### src/rtl/uart_pkg.sv
`default_nettype none
// ============================================================================
// Module   : uart_pkg
// Brief    : Shared FSM state encodings and default sizing for the UART TX buffer.
// Revision : 1.0
// ============================================================================
package uart_pkg;

    localparam int DEFAULT_DEPTH = 16;

    localparam logic [2:0] ST_IDLE      = 3'd0;
    localparam logic [2:0] ST_LAUNCH    = 3'd1;
    localparam logic [2:0] ST_WAIT_CLR  = 3'd2;
    localparam logic [2:0] ST_WAIT_DONE = 3'd3;
    localparam logic [2:0] ST_POP       = 3'd4;

endpackage
`default_nettype wire

### src/rtl/sync_fifo.sv
`default_nettype none
// ============================================================================
// Module   : sync_fifo
// Brief    : Single-clock FIFO with full flush and keep-head flush.
// Revision : 1.0
// ============================================================================
module sync_fifo #(
    parameter int DEPTH = 16,
    parameter int AW    = 4,
    parameter int W     = 8
) (
    input  logic          i_clk,
    input  logic          i_rst,
    input  logic          i_push,
    input  logic [W-1:0]  i_push_data,
    input  logic          i_pop,
    input  logic          i_flush_all,
    input  logic          i_flush_keep_head,
    output logic [W-1:0]  o_head,
    output logic [AW:0]   o_count,
    output logic          o_full,
    output logic          o_empty
);

    logic [W-1:0] r_mem [DEPTH];
    logic [AW-1:0] r_wr_ptr;
    logic [AW-1:0] r_rd_ptr;
    logic [AW:0]   r_count;

    logic w_flush;
    logic w_push;
    logic w_pop;

    assign w_flush = i_flush_all || i_flush_keep_head;
    assign w_push  = i_push && !o_full && !w_flush;
    assign w_pop   = i_pop && !o_empty;

    assign o_full  = (r_count == (AW+1)'(DEPTH));
    assign o_empty = (r_count == '0);
    assign o_count = r_count;
    assign o_head  = r_mem[r_rd_ptr];

    always_ff @(posedge i_clk) begin
        if (w_push) begin
            r_mem[r_wr_ptr] <= i_push_data;
        end
    end

    always_ff @(posedge i_clk) begin
        if (i_rst) begin
            r_wr_ptr <= '0;
            r_rd_ptr <= '0;
            r_count  <= '0;
        end else if (i_flush_all) begin
            r_rd_ptr <= r_wr_ptr;
            r_count  <= '0;
        end else if (i_flush_keep_head) begin
            // Everything behind the head is dropped; the head may pop in the same cycle.
            r_wr_ptr <= o_empty ? r_rd_ptr : r_rd_ptr + AW'(1);
            if (w_pop) begin
                r_rd_ptr <= r_rd_ptr + AW'(1);
                r_count  <= '0;
            end else begin
                r_count  <= o_empty ? '0 : (AW+1)'(1);
            end
        end else begin
            if (w_push) begin
                r_wr_ptr <= r_wr_ptr + AW'(1);
            end
            if (w_pop) begin
                r_rd_ptr <= r_rd_ptr + AW'(1);
            end
            if (w_push && !w_pop) begin
                r_count <= r_count + (AW+1)'(1);
            end else if (w_pop && !w_push) begin
                r_count <= r_count - (AW+1)'(1);
            end
        end
    end

endmodule
`default_nettype wire

### src/rtl/uart_tx_buffer.sv
`default_nettype none
// ============================================================================
// Module   : uart_tx_buffer
// Brief    : Byte FIFO plus launch FSM feeding a UART TX controller one byte at a time.
// Revision : 1.0
// ============================================================================
module uart_tx_buffer
    import uart_pkg::*;
#(
    parameter int DEPTH = DEFAULT_DEPTH,
    parameter int AW    = 4
) (
    input  logic          i_clk,
    input  logic          i_rst,
    input  logic          i_wr_en,
    input  logic [7:0]    i_wr_data,
    input  logic          i_flush,
    input  logic          i_clr_ovf,
    input  logic          i_tx_done,
    output logic [7:0]    o_tx_data,
    output logic          o_tx_send,
    output logic          o_full,
    output logic          o_empty,
    output logic [AW:0]   o_count,
    output logic          o_busy,
    output logic          o_overflow
);

    logic [2:0] r_state;
    logic [2:0] w_next_state;
    logic [7:0] r_tx_data;
    logic       r_overflow;
    logic [7:0] w_head;
    logic       w_load;
    logic       w_send;
    logic       w_pop;
    logic       w_flush_all;
    logic       w_flush_keep;
    logic       w_ovf_set;

    assign w_flush_all  = i_flush && (r_state == ST_IDLE);
    assign w_flush_keep = i_flush && (r_state != ST_IDLE);
    assign w_ovf_set    = i_wr_en && o_full && !i_flush;

    sync_fifo #(
        .DEPTH (DEPTH),
        .AW    (AW),
        .W     (8)
    ) u_fifo (
        .i_clk             (i_clk),
        .i_rst             (i_rst),
        .i_push            (i_wr_en),
        .i_push_data       (i_wr_data),
        .i_pop             (w_pop),
        .i_flush_all       (w_flush_all),
        .i_flush_keep_head (w_flush_keep),
        .o_head            (w_head),
        .o_count           (o_count),
        .o_full            (o_full),
        .o_empty           (o_empty)
    );

    always_ff @(posedge i_clk) begin
        if (i_rst) begin
            r_state    <= ST_IDLE;
            r_tx_data  <= 8'h00;
            r_overflow <= 1'b0;
        end else begin
            r_state <= w_next_state;
            if (w_load) begin
                r_tx_data <= w_head;
            end
            if (w_ovf_set) begin
                r_overflow <= 1'b1;
            end else if (i_clr_ovf) begin
                r_overflow <= 1'b0;
            end
        end
    end

    // TX's done flag is still high from the previous frame, so it must be seen low first.
    always_comb begin
        w_next_state = r_state;
        case (r_state)
            ST_IDLE:      if (!o_empty && !i_flush) w_next_state = ST_LAUNCH;
            ST_LAUNCH:    w_next_state = ST_WAIT_CLR;
            ST_WAIT_CLR:  if (!i_tx_done) w_next_state = ST_WAIT_DONE;
            ST_WAIT_DONE: if (i_tx_done) w_next_state = ST_POP;
            ST_POP:       w_next_state = ST_IDLE;
            default:      w_next_state = ST_IDLE;
        endcase
    end

    always_comb begin
        w_load = 1'b0;
        w_send = 1'b0;
        w_pop  = 1'b0;
        case (r_state)
            ST_IDLE:   w_load = !o_empty && !i_flush;
            ST_LAUNCH: w_send = 1'b1;
            ST_POP:    w_pop  = 1'b1;
            default:   ;
        endcase
    end

    assign o_tx_data  = r_tx_data;
    assign o_tx_send  = w_send;
    assign o_busy     = (r_state != ST_IDLE);
    assign o_overflow = r_overflow;

endmodule
`default_nettype wire

### config.mk
export PLATFORM = sky130hd
export DESIGN_NAME = uart_tx_buffer
export DESIGN_NICKNAME = d
export VERILOG_FILES = /design/src/rtl/uart_pkg.sv /design/src/rtl/sync_fifo.sv /design/src/rtl/uart_tx_buffer.sv
export SDC_FILE = /design/constraint.sdc
export NUM_CORES = 1
export LEC_CHECK = 0
export ABC_CLOCK_PERIOD_IN_PS = 3900
export CAP_MARGIN = 20
export CORE_ASPECT_RATIO = 1.25
export CORE_UTILIZATION = 47
export CTS_CLUSTER_DIAMETER = 200
export DETAILED_ROUTE_END_ITERATION = 10
export PLACE_DENSITY = 0.77
export SYNTH_ARGS = -nofsm -noshare
export SYNTH_HDL_FRONTEND = slang
export SYNTH_HIERARCHICAL = 1
export SYNTH_SLANG_ARGS = --single-unit
### constraint.sdc
create_clock -name i_clk -period 3.9 [get_ports i_clk]
set_input_delay 0.78 -clock i_clk [delete_from_list [all_inputs] [get_ports i_clk]]
set_output_delay 0.78 -clock i_clk [all_outputs]
set_load 0.05 [all_outputs]
==> results of run 1 <==
==> flip-flops by register name (all words and copies together) (netlist names), named ones only <==
register         count
u_fifo/r_wr_ptr      4
u_fifo/r_rd_ptr      4
r_state              3
u_fifo/r_mem       128
o_tx_data            8
o_overflow           1
u_fifo/o_count       5
==> worst max-delay path by stage <==
stage / end / slack (ns) / depth (start not counted)
after global routing: u_fifo/o_count[4] / 0.35 / 10
after global placement: u_fifo/o_count[4] / 0.25 / 10
after CTS: o_empty / 0.45 / 3
final: o_empty / 0.44 / 3
after detailed placement: u_fifo/o_count[4] / 0.14 / 10
after floorplan: u_fifo/o_count[4] / 0.77 / 10
==> power groups by stage <==
stage	clock [mW]	sequential (mW)	combinational [mW]
2_1_floorplan	0	1.92	0.279
4_1_cts	1.58	1.89	0.412
3_3_place_gp	0	1.92	0.398
6_report	1.56	1.89	0.413
3_5_place_dp	0	1.92	0.408
5_1_grt	1.64	1.89	0.439
==> per-stage QoR <==
stage | area [um2] | hold slack, ns | instances | setup slack [ns] | total power [mW]
4_1_cts | 7730 | 0.474 | 622 | 0.448 | 3.88
5_1_grt | 7730 | 0.493 | 622 | 0.346 | 3.98
3_3_place_gp | 7170 | 0.458 | 590 | 0.253 | 2.32
3_5_place_dp | 7170 | 0.467 | 590 | 0.135 | 2.33
2_1_floorplan | 6680 | 0.481 | 393 | 0.770 | 2.20
6_report | 7730 | 0.467 | 622 | 0.445 | 3.86
==> cell families (layout without fill, tap and decap cells) <==
kind of cell / Yosys count / after routing / share of synthesized area
compound gates: 48 / 48 / 0.0539
xor+xnor: 4 / 4 / 0.00524
fa+ha+maj: 10 / 10 / 0.0198
buf+inv: 28 / 82 / 0.0215
flops: 157 / 157 / 0.662
mux: 53 / 53 / 0.154
simple gates: 93 / 93 / 0.0831
==> layout by cell type (no fill, tap or decap), drive strengths merged, types with 3 or more instances in the layout <==
master / instances
xor2: 3
nor4: 3
a21oi: 10
mux4: 40
nor3b: 5
mux2i: 13
inv: 15
o211ai: 4
a211oi: 6
nand3: 8
a21o: 4
edfxtp: 128
clkinv: 5
and2: 17
nor3: 9
o21ai: 8
clkdlybuf4s50: 31
clkbuf: 18
dfxtp: 29
nor2: 7
nand2b: 18
a211o: 4
nand2: 11
buf: 9
ha: 9
clkinvlp: 3
==> area by class of cell <==
cell class                 instances  area (um2)  area share
sequential                       157        4430       0.572
tap                              175         219      0.0283
clock inverter                    14         131      0.0170
multi-input combinational        208        2110       0.273
timing repair buffer              40         378      0.0489
clock buffer                      18         429      0.0555
inverter                          10        37.5     0.00485
==> metal layers <==
layer | GRT usage | vias to the layer above | wire length [um]
li1 | - | 1657 | -
met1 | 0.242 | 1838 | 5120
met2 | 0.321 | 129 | 6810
met3 | 0.0462 | 9 | 691
met4 | 0.0586 | 0 | 122
met5 | 0 | - | 0
==> critical path, stage by stage, from the launching register on <==
cell and delay (ns):
dfxtp_1 0.40, or4_4 0.69, nor2_1 0.30, clkdlybuf4s50_1 0.87
==> results_dict.tcl, run 1 <==
set metrics [dict create \
    portBuffers 31 \
    p_int_mw 2.92 \
    grt_max_degree 33 \
    grt_pass1_wl_um 20300 \
    hold_viol_final 0 \
    critPathLaunch "u_fifo/o_count[0]" \
    min_from "o_overflow" \
    start_kind "flop" \
    clockPowerShare 0.404 \
    synth_commonest_cells "edfxtp_1, mux4_2, dfxtp_1, nand2b_1, and2_1" \
    synth_area_leaders "edfxtp_1, mux4_2, dfxtp_1" \
    final_nets 458 \
    drive_gt1_frac 0.206 \
    crit_type "reg -> out" \
    fill_cells 1024 \
    post_cts_buffers 0 \
    core_um2 13900 \
    synth_edf_count 128 \
    drt_iter0_drc 343 \
    finalCritPeriodShare 0.886 \
    routed-via-count 3633 \
    grt_overflow_total 0 \
    clockRootBuffer "clkbuf_16" \
    status "finished, final reports clean" \
    rsz0062_at_grt "false" \
    p_leak_nw 2.46 \
    yosys.cell_count.top_type "edfxtp_1" \
    cts_max_level 4 \
    area_delta_synth_final_pct 15.7 \
    hold-path-cell-count 2 \
    hpwl_um 8430 \
    min_path_type "reg -> reg" \
    pwr-share-comb 0.107 \
    synth.ff_latch_count 157 \
    grt_pass1_vias 3690 \
    ys_async_sr_fraction 0 \
    worstMarginPinSlew_ns 0.854 \
    setup_violations 0 \
    layout_min_cycle_time_ns 3.46 \
    start_util 0.482 \
    cts_sinks 157 \
    cts_buffers 17 \
    p_sw_frac 0.243 \
    drc 0 \
    yosysWarnings 6 \
    die_w_um 109 \
    syn_nets 417 \
    finalWirelength_um 12700 \
    drv_cap 0 \
    ys_seq_area_frac 0.662 \
    track_usage 0.190 \
    skew_ns 0.0113 \
    final_antenna_net_count 0 \
    fmax_mhz 289 \
    synth-main-ff-cell "edfxtp_1" \
    slew_viol_final 0 \
    netlist_instances 393 \
    antenna_found_initial 0 \
    io_pins 32 \
    endpoint_kind "primary output" \
    row_count 48 \
    slew_headroom 0.427 \
    cts_hold_buf 0 \
    tns_ns 0 \
    vias_per_cell 5.84 \
    p_switching_uw 936 \
    synth_top_area_cell "edfxtp_1" \
    cts_tree "built" \
    whs_endpoint "o_overflow" \
    synth.distinct_cells 55 \
    synth.top_cell.area_share 0.575 \
    worstPathRequired_ns 3.12 \
    power_density_nw_per_um2 499 \
    antenna_cells 0 \
    syn_area_per_cell_um2 17.0 \
    clock_latency_ns 0.42 \
    reg2reg_slack_ns 0.54 \
    dieArea_um2 14700 \
    crit_fanout 13 \
    reg2regPathDepth 10 \
    ctsResizeCount 0 \
    die_h_um 135 \
    rr_endpoint "u_fifo/o_count[4]" \
    ir_drop_mv 0.347 \
    fin_util 0.558 \
    firstDrtPassIters 5 \
    seq_power_share 0.489 \
    syn-cell-area_um2 6680 \
    ctsLongestPathBuffers 2 \
    rr_startpoint "r_state[1]" \
    post_drt_wl_per_cell_um 20.5 \
    cts.clk_slew.worst_paths_ns 0.06 \
    place_congestion 0.830 \
    crit_arrival_ns 2.68 \
]
Power figures use the tool's default switching activity.
==> run 2: changes to the inputs <==
Settings changed: PLACE_DENSITY 0.77 to 0.76.
==> run 2 against run 1 <==
Clock skew decreased by 0.0046 ns. Worst hold slack improved by 0.0013 ns. Die area unchanged. Count of clock-buffer cells in the layout unchanged. Combinational power increased by 1%. Sequential share of layout area increased by 0.083 points. First-iteration DRC count decreased by 7.3%. Sequential cell count unchanged. Via count increased by 2.0%.
==> results_dict.tcl, run 2 (synthesis gave the netlist of run 1 again) <==
set metrics [dict create \
    cts.clk_slew.worst_paths_ns 0.06 \
    crit_arrival_ns 2.70 \
    tns_ns 0 \
    slew_viol_final 0 \
    cts_max_level 4 \
    worstPathRequired_ns 3.12 \
    rsz0062_at_grt "false" \
    core_um2 13900 \
    cts_tree "built" \
    routed-via-count 3707 \
    seq_power_share 0.492 \
    drt_iter0_drc 318 \
    setup_violations 0 \
    seq_area_um2 4430 \
    finalCritPeriodShare 0.892 \
    drive_gt1_frac 0.197 \
    row_count 48 \
    clockRootBuffer "clkbuf_16" \
    grt_pass1_vias 3729 \
    firstDrtPassIters 5 \
    place_congestion 0.849 \
    clock_latency_ns 0.42 \
    track_usage 0.198 \
    p_sw_frac 0.240 \
    ir_drop_mv 0.372 \
    cts_sinks 157 \
    drc 0 \
    vias_per_cell 5.96 \
    hold_viol_final 0 \
    antenna_cells 0 \
    crit_type "reg -> out" \
    start_util 0.482 \
    ctsResizeCount 0 \
    largest_reg_flops 128 \
    min_path_type "reg -> reg" \
    status "finished, final reports clean" \
    drv_cap 0 \
    cts_hold_buf 0 \
    io_pins 32 \
    die_h_um 135 \
    endpoint_kind "primary output" \
    finalWirelength_um 13100 \
    slew_headroom 0.405 \
    grt_max_degree 33 \
    final_antenna_net_count 0 \
    start_kind "flop" \
    multiInputGateArea_um2 2110 \
    p_int_mw 2.91 \
    area_delta_synth_final_pct 15.6 \
    path_buf_inv 1 \
    slowest_stage "clkdlybuf4s50_1" \
    cp_top_family "simple AND/OR/NAND/NOR gates" \
    antenna_found_initial 0 \
    final_nets 458 \
    largest-register "u_fifo/r_mem" \
    layout.cells.non_filler 622 \
    fin_util 0.557 \
    post_drt_wl_per_cell_um 21.1 \
    hpwl_um 8650 \
    power_density_nw_per_um2 495 \
    die_w_um 109 \
    skew_ns 0.00670 \
    fill_cells 1028 \
    portBuffers 31 \
    cts_buffers 17 \
    fmax_mhz 287 \
    p_leak_nw 2.45 \
    ctsLongestPathBuffers 2 \
    cp_slowest_stage_delay_ns 0.87 \
    grt_overflow_total 0 \
    worstMarginPinSlew_ns 0.888 \
    pwr-share-comb 0.110 \
    dp.cells 590 \
    most-common-layout-cells "edfxtp_1, mux4_2, clkdlybuf4s50_1" \
    crit_fanout 13 \
    path_cells "or4_4, nor2_1, clkdlybuf4s50_1" \
    final_common_cell "edfxtp_1" \
    grt_pass1_wl_um 20600 \
    dieArea_um2 14700 \
    p_switching_uw 917 \
    clockPowerShare 0.399 \
    post_cts_buffers 0 \
    layout_min_cycle_time_ns 3.48 \
]
## run 2: changes by cell type in the layout (fill, tap and decap cells not counted), sizes merged
cell      change
inv           -3
clkinvlp      -1
clkinv        +4
## run 2: path summary, 6_finish.rpt
check | cells past startpoint | start | slack, ns | to
setup / recovery | 3 | u_fifo/o_count[0] | 0.42 | o_empty
hold reg to reg | 2 | o_overflow | 0.47 | o_overflow
hold / removal | 2 | o_overflow | 0.47 | o_overflow
setup reg to reg | 10 | r_state[1] | 0.50 | u_fifo/o_count[4]
## run 2: area by class of cell
type / count / area share
clock buffer: 18 / 0.0556
multi-input combinational: 208 / 0.274
timing repair buffer: 40 / 0.0489
sequential: 157 / 0.573
inverter: 10 / 0.00486
clock inverter: 14 / 0.0156
tap: 175 / 0.0283
## run 2: layer usage
metal  track usage  vias to the layer above  part of all wire  wire [um]
met2         0.344                      122              0.54       7040
met5             0                        -                 0          0
met1         0.239                     1897              0.40       5240
met3        0.0457                       30             0.041        537
met4        0.0728                        0             0.021        271
li1              -                     1658                 -          -
## run 2: metrics by stage
step	cell area, um2	power (mW)	hold WS [ns]	setup slack (ns)
after floorplan	6680	2.20	0.481	0.770
after global placement	7170	2.32	0.458	0.252
after detailed placement	7170	2.33	0.463	0.129
after CTS	7720	3.85	0.471	0.428
after global routing	7720	3.95	0.489	0.351
final	7720	3.83	0.468	0.421
## run 2: tightest hold or removal path, delay by kind of cell (launching register included)
| family | cells | cell delay [ns] |
|---|---|---|
| flops | 1 | 0.31 |
| simple gates | 1 | 0.06 |
| compound gates | 1 | 0.05 |
## run 2: power groups by stage
stage          clock, mW  sequential [mW]  combinational (mW)
3_5_place_dp           0             1.92               0.416
3_3_place_gp           0             1.91               0.404
2_1_floorplan          0             1.92               0.279
5_1_grt             1.62             1.89               0.450
6_report            1.52             1.88               0.419
4_1_cts             1.55             1.88               0.422
==> run 3: changes to the inputs <==
Settings changed: CORE_UTILIZATION 47 to 35, PLACE_DENSITY 0.76 to 0.62.
==> run 3 against run 2 <==
The flow now finishes with violations (DRC). Global-route usage shrank 6.0 points. Critical path depth did not move. Routed wire length down 3.4%. Sequential share of layout area is 0.58 points lower. Count of clock-buffer cells in the layout is 1 higher. Clock power barely moved. Non-clock buffer count is 1 higher. Total power about the same. Worst hold slack better by 0.0041 ns. Sequential power about the same. Largest power group unchanged.
==> results_dict.tcl, run 3 (synthesis gave the netlist of run 1 again) <==
set metrics [dict create \
    crit_arrival_ns 2.66 \
    drive_gt1_frac 0.199 \
    power_density_nw_per_um2 490 \
    drt_iter0_drc 189 \
    endpoint_kind "primary output" \
    p_switching_uw 911 \
    post_drt_wl_per_cell_um 18.6 \
    drc 1 \
    finalPower_mw 3.83 \
    area_delta_synth_final_pct 16.8 \
    slew_viol_final 0 \
    cp_top_family "simple AND/OR/NAND/NOR gates" \
    antenna_found_initial 0 \
    cts_sinks 157 \
    pre_cts_ws_ns 0.259 \
    layout_min_cycle_time_ns 3.44 \
    finalWirelength_um 12600 \
    dieArea_um2 19700 \
    critPathLaunch "u_fifo/o_count[0]" \
    die_w_um 126 \
    firstDrtPassIters 7 \
    p_int_mw 2.91 \
    worstMarginPinSlew_ns 0.866 \
    layout.cells.non_filler 679 \
    crit_type "reg -> out" \
    grt_max_degree 33 \
    slew_headroom 0.420 \
    worstPathRequired_ns 3.12 \
    slowest_stage "clkdlybuf4s50_1" \
    final_nets 459 \
    die_h_um 156 \
    skew_ns 0.00911 \
    ir_drop_mv 0.271 \
    hold_viol_final 0 \
    status "complete, but fails checks" \
    setup_violations 0 \
    finalCritPeriodShare 0.883 \
    clockRootBuffer "clkbuf_16" \
    grt_pass1_wl_um 20200 \
    largest-register "u_fifo/r_mem" \
    cts.clk_slew.worst_paths_ns 0.06 \
    hpwl_um 8880 \
    pwr-share-comb 0.109 \
    crit_fanout 13 \
    portBuffers 31 \
    largest_reg_flops 128 \
    io_pins 32 \
    min_path_type "reg -> reg" \
    violations "DRC" \
    start_util 0.357 \
    ctsLongestPathBuffers 2 \
    min_from "o_overflow" \
    p_sw_frac 0.238 \
    setup_ws_ns 0.457 \
    path_cells "or4_4, nor2_1, clkdlybuf4s50_1" \
    fmax_mhz 290 \
    cts_buffers 17 \
    rr_startpoint "r_state[1]" \
    tns_ns 0 \
    cts_max_level 4 \
    grt_pass1_vias 3677 \
    cts_hold_buf 0 \
    place_congestion 0.826 \
    post_cts_buffers 0 \
    p_leak_nw 2.45 \
    final_antenna_net_count 0 \
    rsz0062_at_grt "false" \
    cts_tree "built" \
    dp.cells 648 \
    drv_cap 0 \
    final_common_cell "edfxtp_1" \
    seq_power_share 0.492 \
    cp_slowest_stage_delay_ns 0.87 \
    path_buf_inv 1 \
    track_usage 0.138 \
    fin_util 0.417 \
    routed-via-count 3555 \
    most-common-layout-cells "edfxtp_1, mux4_2, clkdlybuf4s50_1" \
    clockPowerShare 0.399 \
    clock_latency_ns 0.41 \
    row_count 56 \
    grt_overflow_total 0 \
    start_kind "flop" \
    core_um2 18700 \
    vias_per_cell 5.24 \
    antenna_cells 0 \
    ctsResizeCount 0 \
]
==> run 3: changes by cell type in the layout (fill, tap and decap cells not counted), sizes merged <==
cell	previous run	this run
buf	9	10
clkbuf	18	19
clkinv	9	7
==> run 3: cell type report <==
type	count	area (um2)
fill	1599	10900
sequential	157	4430
multi-input combinational	208	2110
clock buffer	19	433
timing repair buffer	41	385
tap	232	290
clock inverter	12	116
inverter	10	37.5
==> run 3: path summary, 6_finish.rpt <==
kind	endpoint	slack (ns)	depth (start not counted)
hold reg to reg	o_overflow	0.47	2
setup reg to reg	u_fifo/o_count[4]	0.67	10
setup / recovery	o_empty	0.46	3
hold / removal	o_overflow	0.47	2
==> run 3: per-stage QoR <==
stage	hold WS, ns	instance area, um2
after floorplan	0.481	6680
after global placement	0.460	7250
after global routing	0.508	7800
after detailed placement	0.463	7250
after CTS	0.474	7800
final	0.472	7800
==> run 3: worst reg2reg max path: stages, from the launching register on <==
cell and delay (ns):
dfxtp_1 0.36, or3_4 0.42, and2_2 0.21, nor3b_1 0.41
o21ai_2 0.12, a21o_1 0.24, ha_1 0.35, a21oi_1 0.20
nand2_1 0.11, or4_1 0.47, a311oi_1 0.26
==> run 3: per-layer routing <==
| metal | GRT usage | wire [um] | vias up |
|---|---|---|---|
| met3 | 0.0267 | 389 | 16 |
| met4 | 0.0575 | 178 | 0 |
| met5 | 0 | 0 | - |
| met2 | 0.245 | 6780 | 75 |
| met1 | 0.163 | 5300 | 1806 |
| li1 | - | - | 1658 |
==> run 3: power groups by stage <==
stage / registers, mW / clock network [mW] / logic [mW]
2_1_floorplan: 1.92 / 0 / 0.279
3_3_place_gp: 1.92 / 0 / 0.414
3_5_place_dp: 1.92 / 0 / 0.421
4_1_cts: 1.88 / 1.55 / 0.422
5_1_grt: 1.89 / 1.62 / 0.449
6_report: 1.88 / 1.53 / 0.418
